[config.mk]
export PLATFORM = sky130hd
export DESIGN_NAME = axis_traffic_gen_flat
export DESIGN_NICKNAME = d
export VERILOG_FILES = /design/src/rtl/axis_traffic_gen_if.sv /design/src/rtl/axis_traffic_gen.sv /design/src/flat_wrapper.sv
export SDC_FILE = /design/constraint.sdc
export NUM_CORES = 1
export LEC_CHECK = 0
export CAP_MARGIN = 20
export CORE_MARGIN = 2
export CORE_UTILIZATION = 37
export DETAILED_ROUTE_END_ITERATION = 7
export GPL_TIMING_DRIVEN = 0
export SETUP_SLACK_MARGIN = 0.1
export SYNTH_ARGS = -nofsm -noshare
export SYNTH_HDL_FRONTEND = slang
export SYNTH_SLANG_ARGS = --single-unit
[constraint.sdc]
create_clock -name ap_clk -period 3.8 [get_ports ap_clk]
set_input_delay 0.76 -clock ap_clk [delete_from_list [all_inputs] [get_ports ap_clk]]
set_output_delay 0.76 -clock ap_clk [all_outputs]
set_load 0.02 [all_outputs]
[src/rtl/axis_traffic_gen_if.sv]
// axis_traffic_gen_if: bundles the AXI-Lite control port and the AXI-Stream
// output of the traffic generator.
//   slave  modport: the generator side (AXI-Lite slave, stream source).
//   master modport: the host side (AXI-Lite master, stream sink).
// Signals keep their s_axi_control_* / outstream_* names from the block
// design so the wiring reads the same as the packaged kernel.

`ifndef DATA_WIDTH
`define DATA_WIDTH 8
`endif

interface axis_traffic_gen_if #(
    parameter int unsigned DATA_BYTES = `DATA_WIDTH
);
    logic                      s_axi_control_awvalid;
    logic                      s_axi_control_awready;
    logic [15:0]               s_axi_control_awaddr;
    logic                      s_axi_control_wvalid;
    logic                      s_axi_control_wready;
    logic [31:0]               s_axi_control_wdata;
    logic [3:0]                s_axi_control_wstrb;
    logic                      s_axi_control_bvalid;
    logic                      s_axi_control_bready;
    logic [1:0]                s_axi_control_bresp;
    logic                      s_axi_control_arvalid;
    logic                      s_axi_control_arready;
    logic [15:0]               s_axi_control_araddr;
    logic                      s_axi_control_rvalid;
    logic                      s_axi_control_rready;
    logic [31:0]               s_axi_control_rdata;
    logic [1:0]                s_axi_control_rresp;
    logic [DATA_BYTES*8-1:0]   outstream_tdata;
    logic                      outstream_tvalid;
    logic                      outstream_tready;

    modport slave (
        input  s_axi_control_awvalid, s_axi_control_awaddr,
        output s_axi_control_awready,
        input  s_axi_control_wvalid, s_axi_control_wdata, s_axi_control_wstrb,
        output s_axi_control_wready,
        output s_axi_control_bvalid, s_axi_control_bresp,
        input  s_axi_control_bready,
        input  s_axi_control_arvalid, s_axi_control_araddr,
        output s_axi_control_arready,
        output s_axi_control_rvalid, s_axi_control_rdata, s_axi_control_rresp,
        input  s_axi_control_rready,
        output outstream_tdata, outstream_tvalid,
        input  outstream_tready
    );

    modport master (
        output s_axi_control_awvalid, s_axi_control_awaddr,
        input  s_axi_control_awready,
        output s_axi_control_wvalid, s_axi_control_wdata, s_axi_control_wstrb,
        input  s_axi_control_wready,
        input  s_axi_control_bvalid, s_axi_control_bresp,
        output s_axi_control_bready,
        output s_axi_control_arvalid, s_axi_control_araddr,
        input  s_axi_control_arready,
        input  s_axi_control_rvalid, s_axi_control_rdata, s_axi_control_rresp,
        output s_axi_control_rready,
        input  outstream_tdata, outstream_tvalid,
        output outstream_tready
    );
endinterface

[src/rtl/axis_traffic_gen.sv]
// axis_traffic_gen: AXI-Lite controlled AXI-Stream beat generator.
// A run emits BEATS beats whose payload is the running beat index, with GAP
// idle cycles inserted after each accepted beat. A run can be aborted; the
// beat already on the bus is still completed.
// Ports:
//   ap_clk - clock, rising edge
//   ap_rst - synchronous active-high reset
//   bus    - axis_traffic_gen_if.slave (AXI-Lite control + outstream)
// Registers: 0x10 CONTROL (W, bit0 START, bit1 ABORT), 0x14 BEATS, 0x18 GAP,
//            0x1C STATUS (bit0 BUSY, bit1 DONE), 0x20 SENT. Unmapped reads
//            return 32'h0000DEAD.

`ifndef DATA_WIDTH
`define DATA_WIDTH 8
`endif

module axis_traffic_gen #(
    parameter int unsigned DATA_BYTES = `DATA_WIDTH
) (
    input  logic                ap_clk,
    input  logic                ap_rst,
    axis_traffic_gen_if.slave   bus
);
    localparam int unsigned TW = DATA_BYTES * 8;

    localparam logic [15:0] ADDR_CONTROL = 16'h0010;
    localparam logic [15:0] ADDR_BEATS   = 16'h0014;
    localparam logic [15:0] ADDR_GAP     = 16'h0018;
    localparam logic [15:0] ADDR_STATUS  = 16'h001C;
    localparam logic [15:0] ADDR_SENT    = 16'h0020;

    typedef enum logic [1:0] {StIdle, StSend, StGap, StDone} state_e;

    // AXI-Lite state
    logic        aw_held_q;
    logic [15:0] aw_addr_q;
    logic        w_held_q;
    logic [31:0] w_data_q;
    logic        bvalid_q;
    logic        rvalid_q;
    logic [31:0] rdata_q;

    // Generator state
    state_e          state_q;
    logic [31:0]     beats_q;
    logic [31:0]     gap_q;
    logic [31:0]     sent_q;
    logic [31:0]     gap_cnt_q;
    logic            abort_q;
    logic            tvalid_q;
    logic [TW-1:0]   tdata_q;

    logic        aw_ready, w_ready, ar_ready;
    logic        aw_fire, w_fire, ar_fire;
    logic [15:0] wr_addr;
    logic [31:0] wr_data;
    logic        wr_en;
    logic        busy;
    logic        ctrl_wr, start_req, abort_req;
    logic [31:0] sent_inc;
    logic [31:0] rd_mux;
    logic        unused_wstrb;

    always_comb begin
        aw_ready  = !aw_held_q && !bvalid_q;
        w_ready   = !w_held_q && !bvalid_q;
        ar_ready  = !rvalid_q;
        aw_fire   = bus.s_axi_control_awvalid && aw_ready;
        w_fire    = bus.s_axi_control_wvalid && w_ready;
        ar_fire   = bus.s_axi_control_arvalid && ar_ready;
        // A channel arriving this cycle pairs with one captured earlier.
        wr_addr   = aw_held_q ? aw_addr_q : bus.s_axi_control_awaddr;
        wr_data   = w_held_q ? w_data_q : bus.s_axi_control_wdata;
        wr_en     = (aw_held_q || aw_fire) && (w_held_q || w_fire);
        busy      = (state_q == StSend) || (state_q == StGap);
        ctrl_wr   = wr_en && (wr_addr == ADDR_CONTROL);
        // ABORT wins over START when both bits are set.
        abort_req = ctrl_wr && wr_data[1];
        start_req = ctrl_wr && wr_data[0] && !wr_data[1];
        sent_inc  = sent_q + 32'd1;

        rd_mux = 32'h0000_DEAD;
        unique case (bus.s_axi_control_araddr)
            ADDR_CONTROL: rd_mux = 32'h0;
            ADDR_BEATS:   rd_mux = beats_q;
            ADDR_GAP:     rd_mux = gap_q;
            ADDR_STATUS:  rd_mux = {30'h0, state_q == StDone, busy};
            ADDR_SENT:    rd_mux = sent_q;
            default:      rd_mux = 32'h0000_DEAD;
        endcase
    end

    assign unused_wstrb = ^bus.s_axi_control_wstrb;

    // AXI-Lite write/read channels and the R/W configuration registers
    always_ff @(posedge ap_clk) begin
        if (ap_rst) begin
            aw_held_q <= 1'b0;
            aw_addr_q <= '0;
            w_held_q  <= 1'b0;
            w_data_q  <= '0;
            bvalid_q  <= 1'b0;
            rvalid_q  <= 1'b0;
            rdata_q   <= '0;
            beats_q   <= '0;
            gap_q     <= '0;
        end else begin
            if (wr_en) begin
                aw_held_q <= 1'b0;
                w_held_q  <= 1'b0;
                bvalid_q  <= 1'b1;
                // Configuration is frozen for the duration of a run.
                if (!busy) begin
                    if (wr_addr == ADDR_BEATS) beats_q <= wr_data;
                    if (wr_addr == ADDR_GAP)   gap_q   <= wr_data;
                end
            end else begin
                if (aw_fire) begin
                    aw_held_q <= 1'b1;
                    aw_addr_q <= bus.s_axi_control_awaddr;
                end
                if (w_fire) begin
                    w_held_q <= 1'b1;
                    w_data_q <= bus.s_axi_control_wdata;
                end
                if (bvalid_q && bus.s_axi_control_bready) bvalid_q <= 1'b0;
            end

            if (ar_fire) begin
                rvalid_q <= 1'b1;
                rdata_q  <= rd_mux;
            end else if (rvalid_q && bus.s_axi_control_rready) begin
                rvalid_q <= 1'b0;
            end
        end
    end

    // Run FSM with registered stream outputs
    always_ff @(posedge ap_clk) begin
        if (ap_rst) begin
            state_q   <= StIdle;
            sent_q    <= '0;
            gap_cnt_q <= '0;
            abort_q   <= 1'b0;
            tvalid_q  <= 1'b0;
            tdata_q   <= '0;
        end else begin
            unique case (state_q)
                StIdle, StDone: begin
                    if (start_req) begin
                        sent_q <= '0;
                        if (beats_q != 32'd0) begin
                            state_q  <= StSend;
                            tvalid_q <= 1'b1;
                            tdata_q  <= '0;
                        end else begin
                            state_q <= StDone;
                        end
                    end
                end
                StSend: begin
                    if (tvalid_q && bus.outstream_tready) begin
                        sent_q <= sent_inc;
                        if (abort_q || abort_req || (sent_inc == beats_q)) begin
                            state_q  <= StDone;
                            tvalid_q <= 1'b0;
                            abort_q  <= 1'b0;
                        end else if (gap_q == 32'd0) begin
                            tdata_q <= TW'(sent_inc);
                        end else begin
                            state_q   <= StGap;
                            tvalid_q  <= 1'b0;
                            gap_cnt_q <= gap_q;
                        end
                    end else if (abort_req) begin
                        // Remember the abort; the pending beat must still go out.
                        abort_q <= 1'b1;
                    end
                end
                StGap: begin
                    if (abort_req) begin
                        state_q <= StDone;
                    end else if (gap_cnt_q <= 32'd1) begin
                        state_q  <= StSend;
                        tvalid_q <= 1'b1;
                        tdata_q  <= TW'(sent_q);
                    end else begin
                        gap_cnt_q <= gap_cnt_q - 32'd1;
                    end
                end
                default: state_q <= StIdle;
            endcase
        end
    end

    assign bus.s_axi_control_awready = aw_ready;
    assign bus.s_axi_control_wready  = w_ready;
    assign bus.s_axi_control_bvalid  = bvalid_q;
    assign bus.s_axi_control_bresp   = 2'b00;
    assign bus.s_axi_control_arready = ar_ready;
    assign bus.s_axi_control_rvalid  = rvalid_q;
    assign bus.s_axi_control_rdata   = rdata_q;
    assign bus.s_axi_control_rresp   = 2'b00;
    assign bus.outstream_tdata       = tdata_q;
    assign bus.outstream_tvalid      = tvalid_q;

endmodule

[src/flat_wrapper.sv]
// flat-port wrapper written by rule: the top's interface ports become plain ports
module axis_traffic_gen_flat 
#(
    parameter int unsigned DATA_BYTES = `DATA_WIDTH
)
  (ap_clk, ap_rst, bus_s_axi_control_awvalid, bus_s_axi_control_awaddr, bus_s_axi_control_awready, bus_s_axi_control_wvalid, bus_s_axi_control_wdata, bus_s_axi_control_wstrb, bus_s_axi_control_wready, bus_s_axi_control_bvalid, bus_s_axi_control_bresp, bus_s_axi_control_bready, bus_s_axi_control_arvalid, bus_s_axi_control_araddr, bus_s_axi_control_arready, bus_s_axi_control_rvalid, bus_s_axi_control_rdata, bus_s_axi_control_rresp, bus_s_axi_control_rready, bus_outstream_tdata, bus_outstream_tvalid, bus_outstream_tready);
  axis_traffic_gen_if #(.DATA_BYTES(DATA_BYTES)) bus_i ();
  input  logic ap_clk;
  input  logic ap_rst;
  input wire logic [$bits(bus_i.s_axi_control_awvalid)-1:0] bus_s_axi_control_awvalid;
  input wire logic [$bits(bus_i.s_axi_control_awaddr)-1:0] bus_s_axi_control_awaddr;
  output wire logic [$bits(bus_i.s_axi_control_awready)-1:0] bus_s_axi_control_awready;
  input wire logic [$bits(bus_i.s_axi_control_wvalid)-1:0] bus_s_axi_control_wvalid;
  input wire logic [$bits(bus_i.s_axi_control_wdata)-1:0] bus_s_axi_control_wdata;
  input wire logic [$bits(bus_i.s_axi_control_wstrb)-1:0] bus_s_axi_control_wstrb;
  output wire logic [$bits(bus_i.s_axi_control_wready)-1:0] bus_s_axi_control_wready;
  output wire logic [$bits(bus_i.s_axi_control_bvalid)-1:0] bus_s_axi_control_bvalid;
  output wire logic [$bits(bus_i.s_axi_control_bresp)-1:0] bus_s_axi_control_bresp;
  input wire logic [$bits(bus_i.s_axi_control_bready)-1:0] bus_s_axi_control_bready;
  input wire logic [$bits(bus_i.s_axi_control_arvalid)-1:0] bus_s_axi_control_arvalid;
  input wire logic [$bits(bus_i.s_axi_control_araddr)-1:0] bus_s_axi_control_araddr;
  output wire logic [$bits(bus_i.s_axi_control_arready)-1:0] bus_s_axi_control_arready;
  output wire logic [$bits(bus_i.s_axi_control_rvalid)-1:0] bus_s_axi_control_rvalid;
  output wire logic [$bits(bus_i.s_axi_control_rdata)-1:0] bus_s_axi_control_rdata;
  output wire logic [$bits(bus_i.s_axi_control_rresp)-1:0] bus_s_axi_control_rresp;
  input wire logic [$bits(bus_i.s_axi_control_rready)-1:0] bus_s_axi_control_rready;
  output wire logic [$bits(bus_i.outstream_tdata)-1:0] bus_outstream_tdata;
  output wire logic [$bits(bus_i.outstream_tvalid)-1:0] bus_outstream_tvalid;
  input wire logic [$bits(bus_i.outstream_tready)-1:0] bus_outstream_tready;
  assign bus_i.s_axi_control_awvalid = bus_s_axi_control_awvalid;
  assign bus_i.s_axi_control_awaddr = bus_s_axi_control_awaddr;
  assign bus_s_axi_control_awready = bus_i.s_axi_control_awready;
  assign bus_i.s_axi_control_wvalid = bus_s_axi_control_wvalid;
  assign bus_i.s_axi_control_wdata = bus_s_axi_control_wdata;
  assign bus_i.s_axi_control_wstrb = bus_s_axi_control_wstrb;
  assign bus_s_axi_control_wready = bus_i.s_axi_control_wready;
  assign bus_s_axi_control_bvalid = bus_i.s_axi_control_bvalid;
  assign bus_s_axi_control_bresp = bus_i.s_axi_control_bresp;
  assign bus_i.s_axi_control_bready = bus_s_axi_control_bready;
  assign bus_i.s_axi_control_arvalid = bus_s_axi_control_arvalid;
  assign bus_i.s_axi_control_araddr = bus_s_axi_control_araddr;
  assign bus_s_axi_control_arready = bus_i.s_axi_control_arready;
  assign bus_s_axi_control_rvalid = bus_i.s_axi_control_rvalid;
  assign bus_s_axi_control_rdata = bus_i.s_axi_control_rdata;
  assign bus_s_axi_control_rresp = bus_i.s_axi_control_rresp;
  assign bus_i.s_axi_control_rready = bus_s_axi_control_rready;
  assign bus_outstream_tdata = bus_i.outstream_tdata;
  assign bus_outstream_tvalid = bus_i.outstream_tvalid;
  assign bus_i.outstream_tready = bus_outstream_tready;
  axis_traffic_gen #(.DATA_BYTES(DATA_BYTES)) u_core (.ap_clk(ap_clk), .ap_rst(ap_rst), .bus(bus_i));
endmodule
==> results_dict.tcl, run 1 <==
set metrics [dict create \
    cp-end-kind "register" \
    path_max_fanout 10 \
    placed_cell_area_um2 16100 \
    synth.top_cell.area_share_pct 35.6 \
    setup_viol 0 \
    coreArea_um2 37400 \
    min_from "u_core.w_data_q[3]$_SDFFE_PP0P_" \
    antenna_found_initial 0 \
    die_h_um 198 \
    synth-xor-area-share_pct 2.76 \
    hold_path.class "register to register" \
    cts_inserted_buffers 29 \
    layout-drive-gt1-share_pct 10.8 \
    wl_um 56100 \
    first_global_vias 14000 \
    setup_ws_ps 202 \
    synth_top_family_by_area "compound AO/OA/AOI/OAI gates" \
    syn-cell-area_um2 14000 \
    rrSetupSlack_ps 200 \
    grt_max_degree 14 \
    finalHoldViolCount 0 \
    cts.clk_slew.worst_paths_ps 60 \
    grt-ovfl-total 0 \
    ioPinCount 182 \
    arrival_ps 4080 \
    cts_htree_levels 1 \
    outcome "completed" \
    num_vias 14700 \
    fillers 3744 \
    via_per_inst 5.85 \
    ys_seq_area_share_pct 35.6 \
    relSlewSlack_pct 22.6 \
    regArea_um2 4970 \
    start_util_pct 37.3 \
    track_usage_pct 28.0 \
    synth-simple-area-share_pct 23.3 \
    worst_pin_slew_ps 1160 \
    post-route-cell-area_um2 17400 \
    yosysWarningCount 0 \
    clock-sinks 248 \
    synth.distinct_cells 98 \
    synth_area_per_cell_um2 7.92 \
    crit_required_ps 4280 \
    yosys.area.top_type "dfxtp_1" \
    rr_worst_depth 13 \
    drt_iter0_markers 1544 \
    ant_nets 0 \
    port_buffers 140 \
    firstDrtPassIters 7 \
    grt_pass1_wl_um 84300 \
    pre_cts_slack_ps -845 \
    insertedDiodeCount 0 \
    clockBufferDepth 3 \
    power_density_nw_per_um2 570 \
    die-area_um2 39300 \
    rows 71 \
    final_cell_mix "dfxtp_1, nor2_1, nand2_1" \
    rsz0062_at_grt "false" \
    r2r_end "u_core.bus.outstream_tdata[22]$_SDFFE_PP0P_" \
    startpoint_type "register" \
    cts_root_buf "clkbuf_16" \
    ys.flop_type "dfxtp_1" \
    synth_compound_area_share_pct 25.6 \
    placedCellCount 2449 \
    max_cap_violations 0 \
    critical_path_class "register to register" \
    clock_latency_ps 560 \
    instances_no_fill 2516 \
    syn2layout_area_growth_pct 24.5 \
    max_freq_mhz 278 \
    yosys_register_bits 248 \
    multi_input_area_um2 8040 \
    fin_crit_sh_pct 94.7 \
    synth-edff-count 0 \
    cts_tree "yes" \
    synth_mux_area_share_pct 3.90 \
    min_to "u_core.w_data_q[3]$_SDFFE_PP0P_" \
    power_leakage_nw 6.16 \
    min_path_cells 2 \
    chipWidth_um 198 \
    slew_violations 0 \
    place_hpwl_um 42100 \
    postSynth.asyncResetShare_pct 0 \
    ir_worst_vdd_mv 0.438 \
    drc 0 \
    finClkSkew_ps 23.5 \
    layout_commonest_cell "dfxtp_1" \
    yosys-top-cells-area "dfxtp_1, nor2_1, a21oi_1" \
    power_mw 9.91 \
    fin_crit_ps 3600 \
    synth_fa_ha_area_share_pct 0.538 \
    final_nets 2065 \
    wire_per_inst_um 22.3 \
    r2r_start "u_core.sent_q[1]$_SDFFE_PP0P_" \
    synthCells 1763 \
    place_congestion 1.01 \
]
area by class of cell:
cell class / instances / area share (%)
Sequential cell: 248 / 28.6
Multi-Input combinational cell: 1324 / 46.2
Timing Repair Buffer: 154 / 8.81
Buffer: 193 / 5.97
Clock buffer: 38 / 4.66
Inverter: 33 / 0.713
Tap cell: 511 / 3.68
Clock inverter: 15 / 1.38
flip-flops by register name (all words and copies together), names as in the netlist:
| name | cells |
|---|---|
| u_core.bus.outstream_tdata | 32 |
| u_core.gap_cnt_q | 32 |
| u_core.w_held_q | 1 |
| u_core.state_q | 2 |
| u_core.aw_held_q | 1 |
| u_core.bus.outstream_tvalid | 1 |
| u_core.w_data_q | 32 |
| u_core.gap_q | 32 |
| u_core.beats_q | 32 |
| u_core.bus.s_axi_control_rvalid | 1 |
| u_core.bus.s_axi_control_bvalid | 1 |
| u_core.aw_addr_q | 16 |
| u_core.bus.s_axi_control_rdata | 32 |
| u_core.sent_q | 32 |
| u_core.abort_q | 1 |
what timing repair did:
item / in CTS / in global routing
cloned: 0 / 0
setup endpoints to repair: 90 / 77
setup buffers: 9 / 4
gates resized for setup: 9 / 10
pin swaps: 6 / 4
hold buffers: 0 / 0
cell usage after synthesis, types with 4 or more instances:
cell type / n
o221a_1: 10
mux2i_1: 51
a211oi_1: 70
nand3_1: 24
xor2_1: 21
nor2b_1: 5
o211a_1: 4
or3_1: 12
o31a_1: 5
ha_1: 6
o32ai_1: 9
a21o_1: 6
buf_1: 5
and4_1: 13
a21oi_1: 167
dfxtp_1: 248
a41oi_1: 5
o31ai_1: 7
a211o_1: 30
nand2b_1: 10
buf_4: 51
nor4_1: 31
o211ai_1: 7
o21ai_0: 67
nor4_2: 4
nand4_1: 22
inv_1: 32
and3_1: 16
or2_2: 8
nor3_1: 60
nor3b_1: 4
a221oi_1: 11
or4_1: 5
buf_6: 8
buf_2: 18
a222oi_1: 22
o21ai_2: 20
clkbuf_1: 106
and2_1: 6
xnor2_1: 23
a31oi_1: 16
nand3b_1: 6
nand2_1: 190
nor2_1: 230
a22oi_1: 10
how the worst max path moves through the flow:
stage                                       start                                           to  slack [ps]  depth (start not counted)
floorplan           u_core.sent_q[1]$_SDFFE_PP0P_            u_core.gap_cnt_q[27]$_SDFFE_PP0P_         540                         12
finish              u_core.sent_q[1]$_SDFFE_PP0P_  u_core.bus.outstream_tdata[22]$_SDFFE_PP0P_         200                         13
global route        u_core.sent_q[1]$_SDFFE_PP0P_  u_core.bus.outstream_tdata[10]$_SDFFE_PP0P_         110                         13
CTS                   bus_s_axi_control_awaddr[0]  u_core.bus.outstream_tdata[23]$_SDFFE_PP0P_         110                         11
detailed placement    bus_s_axi_control_awaddr[0]  u_core.bus.outstream_tdata[17]$_SDFFE_PP0P_        -850                         11
global placement      bus_s_axi_control_awaddr[0]  u_core.bus.outstream_tdata[13]$_SDFFE_PP0P_        -860                         11
report_power, final:
group	switching, mW	leakage, nW	internal, mW	total, mW
sequential	0.112	2.01	2.73	2.84
combinational	2.68	3.65	1.31	3.99
clock	1.18	0.507	1.90	3.09
total	3.97	6.16	5.94	9.91
logic make-up after synthesis:
group | after synthesis
AND/OR/NAND/NOR | 671
XOR/XNOR | 44
adder cells (fa/ha/maj) | 6
multiplexers | 54
buffers and inverters | 226
other | 1
AO/OA/AOI/OAI | 513
flip-flops | 248
stage by stage:
step,TNS [ps],hold WS (ps),util (%)
2_1_floorplan,0,436,-
3_3_place_gp,-58620,441,43.1
3_5_place_dp,-57100,447,43.1
4_1_cts,0,455,46.3
5_1_grt,0,470,46.5
6_report,0,453,46.5
per-layer routing:
layer	vias up	GRT usage [%]	routed length, um
met5	-	0	0
li1	6798	-	-
met4	0	12.8	2620
met2	791	43.1	24300
met3	142	5.84	5750
met1	6980	37.7	23400
critical path, stage by stage, from the launching register on:
cell	delay [ps]
dfxtp_2	400
ha_1	170
clkbuf_4	200
and3_2	270
nand2_2	170
xnor2_1	170
or4b_2	710
nor4_4	290
nand4_4	240
o2111ai_4	290
buf_12	180
nand2_4	100
buf_6	190
o21ai_2	130
No activity file was read; power rests on OpenSTA's default activity.
==> inputs of run 2 (changes only) <==
ABC_AREA = 0   (was default)
CTS_CLUSTER_SIZE = 12   (was default)
==> run 2 against run 1 <==
  * Register-to-register slack worse by 70 ps
  * Die area did not move
  * Hold slack better by 0.68 ps
  * Sequential cell count unchanged
  * Largest cell class unchanged
  * Highest routed layer unchanged
==> results_dict.tcl, run 2 (synthesis results as in run 1) <==
set metrics [dict create \
    outcome "completed" \
    crit_path_cell_trace "ha_1 -> clkbuf_4 -> and3_2 -> nand4_1 -> buf_4 -> or4b_1 -> a211oi_2 -> o2111a_2 -> nand4_4 -> a31oi_4 -> buf_6 -> a21oi_1 -> o221a_1" \
    fillers 3726 \
    track_usage_pct 28.0 \
    clkPwrFrac_pct 31.7 \
    crit_required_ps 4250 \
    rr_worst_depth 13 \
    clock_latency_ps 610 \
    clock-sinks 248 \
    max_cap_violations 0 \
    cts_inserted_buffers 30 \
    finClkSkew_ps 64.6 \
    cts_root_buf "clkbuf_16" \
    fin_crit_ps 3670 \
    combPwrFrac_pct 39.7 \
    place_congestion 1.01 \
    relSlewSlack_pct 24.9 \
    layout-drive-gt1-share_pct 10.8 \
    final_cell_mix "dfxtp_1, nor2_1, nand2_1" \
    die-area_um2 39300 \
    syn2layout_area_growth_pct 24.7 \
    power_leakage_nw 6.21 \
    max_freq_mhz 273 \
    placedCellCount 2449 \
    switchingPower_mw 3.98 \
    cp-end-kind "register" \
    grt-ovfl-total 0 \
    p_seq_share_pct 28.6 \
    antenna_found_initial 0 \
    grt_max_degree 18 \
    slew_violations 0 \
    power_density_nw_per_um2 571 \
    cts_hold_buf 0 \
    instances_no_fill 2518 \
    multi_input_area_um2 8040 \
    die_h_um 198 \
    worst_pin_slew_ps 1130 \
    min_path_cells 2 \
    grt_pass1_wl_um 84400 \
    clockBufferDepth 3 \
    drt_iter0_markers 1596 \
    firstDrtPassIters 7 \
    hold_path.class "register to register" \
    rows 71 \
    setup_viol 0 \
    ir_worst_vdd_mv 0.370 \
    critPathMaxStageDelay_ps 540 \
    arrival_ps 4120 \
    insertedDiodeCount 0 \
    cts_tree "yes" \
    regArea_um2 4970 \
    place_hpwl_um 42100 \
    wl_um 56100 \
    p_int_mw 5.96 \
    startpoint_type "register" \
    drc 0 \
    coreArea_um2 37400 \
    ant_nets 0 \
    layout_commonest_cell "dfxtp_1" \
    cts.clk_slew.worst_paths_ps 60 \
    start_util_pct 37.3 \
    final_nets 2067 \
    swShare_pct 40.0 \
    via_per_inst 5.85 \
    rsz0062_at_grt "false" \
    finalHoldViolCount 0 \
    first_global_vias 14000 \
    cts_htree_levels 1 \
    path_max_fanout 10 \
    chipWidth_um 198 \
    critical_path_class "register to register" \
    num_vias 14700 \
    worst_hold_slack_ps 453 \
    crit_slowest_cell "or4b_1" \
    ioPinCount 182 \
    port_buffers 140 \
    wire_per_inst_um 22.3 \
    fin_crit_sh_pct 96.5 \
]
-- run 2: worst paths after layout --
check             slack (ps)                                end                            start
setup / recovery         130  u_core.gap_cnt_q[29]$_SDFFE_PP0P_    u_core.sent_q[1]$_SDFFE_PP0P_
hold / removal           450    u_core.w_data_q[6]$_SDFFE_PP0P_  u_core.w_data_q[6]$_SDFFE_PP0P_
setup reg to reg         130  u_core.gap_cnt_q[29]$_SDFFE_PP0P_    u_core.sent_q[1]$_SDFFE_PP0P_
hold reg to reg          450    u_core.w_data_q[6]$_SDFFE_PP0P_  u_core.w_data_q[6]$_SDFFE_PP0P_
-- run 2: final cells by class --
type | instances | area share (%)
multi-input combinational | 1324 | 46.2
sequential | 248 | 28.5
buffer | 193 | 5.96
timing repair buffer | 155 | 8.76
inverter | 33 | 0.711
clock buffer | 39 | 4.73
tap | 511 | 3.67
clock inverter | 15 | 1.47
-- run 2: critical path: cells and delay by family, from the launching register on --
kind	cells	cell delay [ps]
AO/OA/AOI/OAI	5	1180
AND/OR/NAND/NOR	4	1140
buffers and inverters	3	600
flip-flops	1	410
adder cells (fa/ha/maj)	1	170
-- run 2: per-layer routing --
metal	up-vias	GRT usage, %	share of wire, %
met2	829	42.5	42
met1	6907	36.9	41
li1	6801	-	-
met4	0	13.9	5.6
met3	187	6.98	11
met5	-	0	0
-- run 2: through the flow --
stage          setup slack (ps)  setup TNS, ps  area, um^2  power [mW]  util, %
2_1_floorplan               544              0       14100        5.44        -
3_3_place_gp               -860         -58620       16100        6.61     43.1
3_5_place_dp               -845         -57100       16100        6.64     43.1
4_1_cts                     117              0       17300        9.82     46.4
5_1_grt                     106              0       17400        10.4     46.6
6_report                    133              0       17400        9.94     46.6
-- run 2: timing repair --
action | in CTS | in global routing
gates resized for setup | 9 | 11
pin swaps | 6 | 5
setup endpoints to repair | 87 | 73
hold endpoints to repair | 0 | 0
buffers inserted | 9 | 5
-- run 2: power groups by stage --
stage / clock, mW / combinational [mW] / sequential, mW
after CTS: 3.17 / 3.82 / 2.83
after global routing: 3.28 / 4.27 / 2.85
after global placement: 0 / 3.73 / 2.88
after detailed placement: 0 / 3.75 / 2.89
after floorplan: 0 / 2.56 / 2.88
final: 3.15 / 3.95 / 2.84
==> inputs of run 3 (changes only) <==
CORE_MARGIN = default   (was 2)
SKIP_CTS_REPAIR_TIMING = 1   (was default)
==> run 3 against run 2 <==
  * The run now ends with DRC left
  * Clock power decreased by 6.7%
  * Die area decreased by 2.0%
  * Combinational power about the same
  * Via count decreased by 0.79%
  * Register-to-register slack improved by 50 ps
  * Utilization increased by 0.63 points
  * Clock-buffer cell count increased by 5
  * Cell area about the same
  * Worst setup slack improved by 48 ps
  * Largest cell class unchanged
  * Highest routed layer is now met5
  * Largest power group unchanged
==> results_dict.tcl, run 3 (synthesis results as in run 1) <==
set metrics [dict create \
    arrival_ps 4070 \
    grt-ovfl-total 0 \
    cts_htree_levels 1 \
    power_leakage_nw 6.22 \
    instances_no_fill 2514 \
    die_h_um 196 \
    clock_latency_ps 590 \
    post-route-cell-area_um2 17400 \
    layout_commonest_cell "dfxtp_1" \
    setup_viol 0 \
    pre_cts_slack_ps -1000 \
    violations "DRC" \
    num_vias 14600 \
    insertedDiodeCount 0 \
    finalCoreUtilization_pct 47.2 \
    relSlewSlack_pct 32.0 \
    placedCellCount 2443 \
    worst_hold_slack_ps 452 \
    ir_worst_vdd_mv 0.379 \
    cts.clk_slew.worst_paths_ps 60 \
    setup_ws_ps 181 \
    critical_path_class "register to register" \
    die-area_um2 38500 \
    ioPinCount 182 \
    ant_nets 0 \
    grt_pass1_wl_um 83300 \
    fin_crit_ps 3620 \
    chipWidth_um 196 \
    first_global_vias 13200 \
    grt_max_degree 16 \
    drt_iter0_markers 1430 \
    antenna_found_initial 1 \
    rsz0062_at_grt "false" \
    crit_required_ps 4250 \
    finClkSkew_ps 17.3 \
    cts_inserted_buffers 29 \
    fin_crit_sh_pct 95.2 \
    power_density_nw_per_um2 560 \
    tns_ps 0 \
    cts_tree "yes" \
    slew_violations 0 \
    wl_um 56300 \
    drc 17 \
    port_buffers 140 \
    final_nets 2069 \
    track_usage_pct 28.4 \
    start_util_pct 37.9 \
    cp-end-kind "register" \
    wire_per_inst_um 22.4 \
    cts_root_buf "clkbuf_16" \
    coreArea_um2 36900 \
    hold_path.class "register to register" \
    rows 70 \
    via_per_inst 5.81 \
    placed_cell_area_um2 16100 \
    outcome "complete, but fails checks" \
    firstDrtPassIters 8 \
    layout-drive-gt1-share_pct 11.1 \
    clockBufferDepth 3 \
    max_freq_mhz 276 \
    finalHoldViolCount 0 \
    syn2layout_area_growth_pct 24.7 \
    max_cap_violations 0 \
    worst_pin_slew_ps 1010 \
    place_congestion 0.971 \
    final_cell_mix "dfxtp_1, nor2_1, nand2_1" \
    clock-sinks 248 \
    power_mw 9.74 \
    path_max_fanout 10 \
    place_hpwl_um 42500 \
    startpoint_type "register" \
]
run 3: cell types whose count changed in the layout (fill, tap and decap cells not counted), sizes merged:
cell	change
clkinv	-3
inv	+1
clkbuf	+4
buf	+4
clkinvlp	+1
bufinv	-4
run 3: cell type report:
| cell class | instances | area [um^2] |
|---|---|---|
| inverter | 33 | 124 |
| timing repair buffer | 158 | 1560 |
| tap | 504 | 631 |
| clock inverter | 10 | 128 |
| buffer | 193 | 1040 |
| fill | 3710 | 19500 |
| multi-input combinational | 1324 | 8080 |
| sequential | 248 | 4970 |
| clock buffer | 44 | 882 |
run 3: power by group:
part	leakage, nW	internal, mW	total (mW)	switching (mW)
sequential	2.01	2.73	2.84	0.117
combinational	3.72	1.30	3.96	2.66
clock	0.493	1.74	2.94	1.20
total	6.22	5.76	9.74	3.98
run 3: path summary, 6_finish.rpt:
path	to	cells after the start	from	slack, ps
setup reg to reg	u_core.bus.outstream_tdata[4]$_SDFFE_PP0P_	13	u_core.sent_q[0]$_SDFFE_PP0P_	180
hold / removal	u_core.w_data_q[30]$_SDFFE_PP0P_	2	u_core.w_data_q[30]$_SDFFE_PP0P_	450
setup / recovery	u_core.bus.outstream_tdata[4]$_SDFFE_PP0P_	13	u_core.sent_q[0]$_SDFFE_PP0P_	180
hold reg to reg	u_core.w_data_q[30]$_SDFFE_PP0P_	2	u_core.w_data_q[30]$_SDFFE_PP0P_	450
run 3: worst max-delay path: stages (launching register included):
cell and delay, ps:
dfxtp_1 360, buf_6 160, nand4_1 240, buf_4 240, or3_1 400, o31ai_1 460, nand2_1 200, nor4b_4 350
nand4_4 210, o2111ai_4 290, buf_12 190, buf_4 180, a211o_1 130, o21ai_0 80
run 3: routing by layer:
layer | global-route usage [%] | up-vias | part of all wire (%)
li1 | - | 6830 | -
met5 | 0 | - | 0.032
met2 | 42.9 | 782 | 42
met3 | 7.91 | 175 | 11
met4 | 11.7 | 2 | 4.8
met1 | 37.8 | 6819 | 42
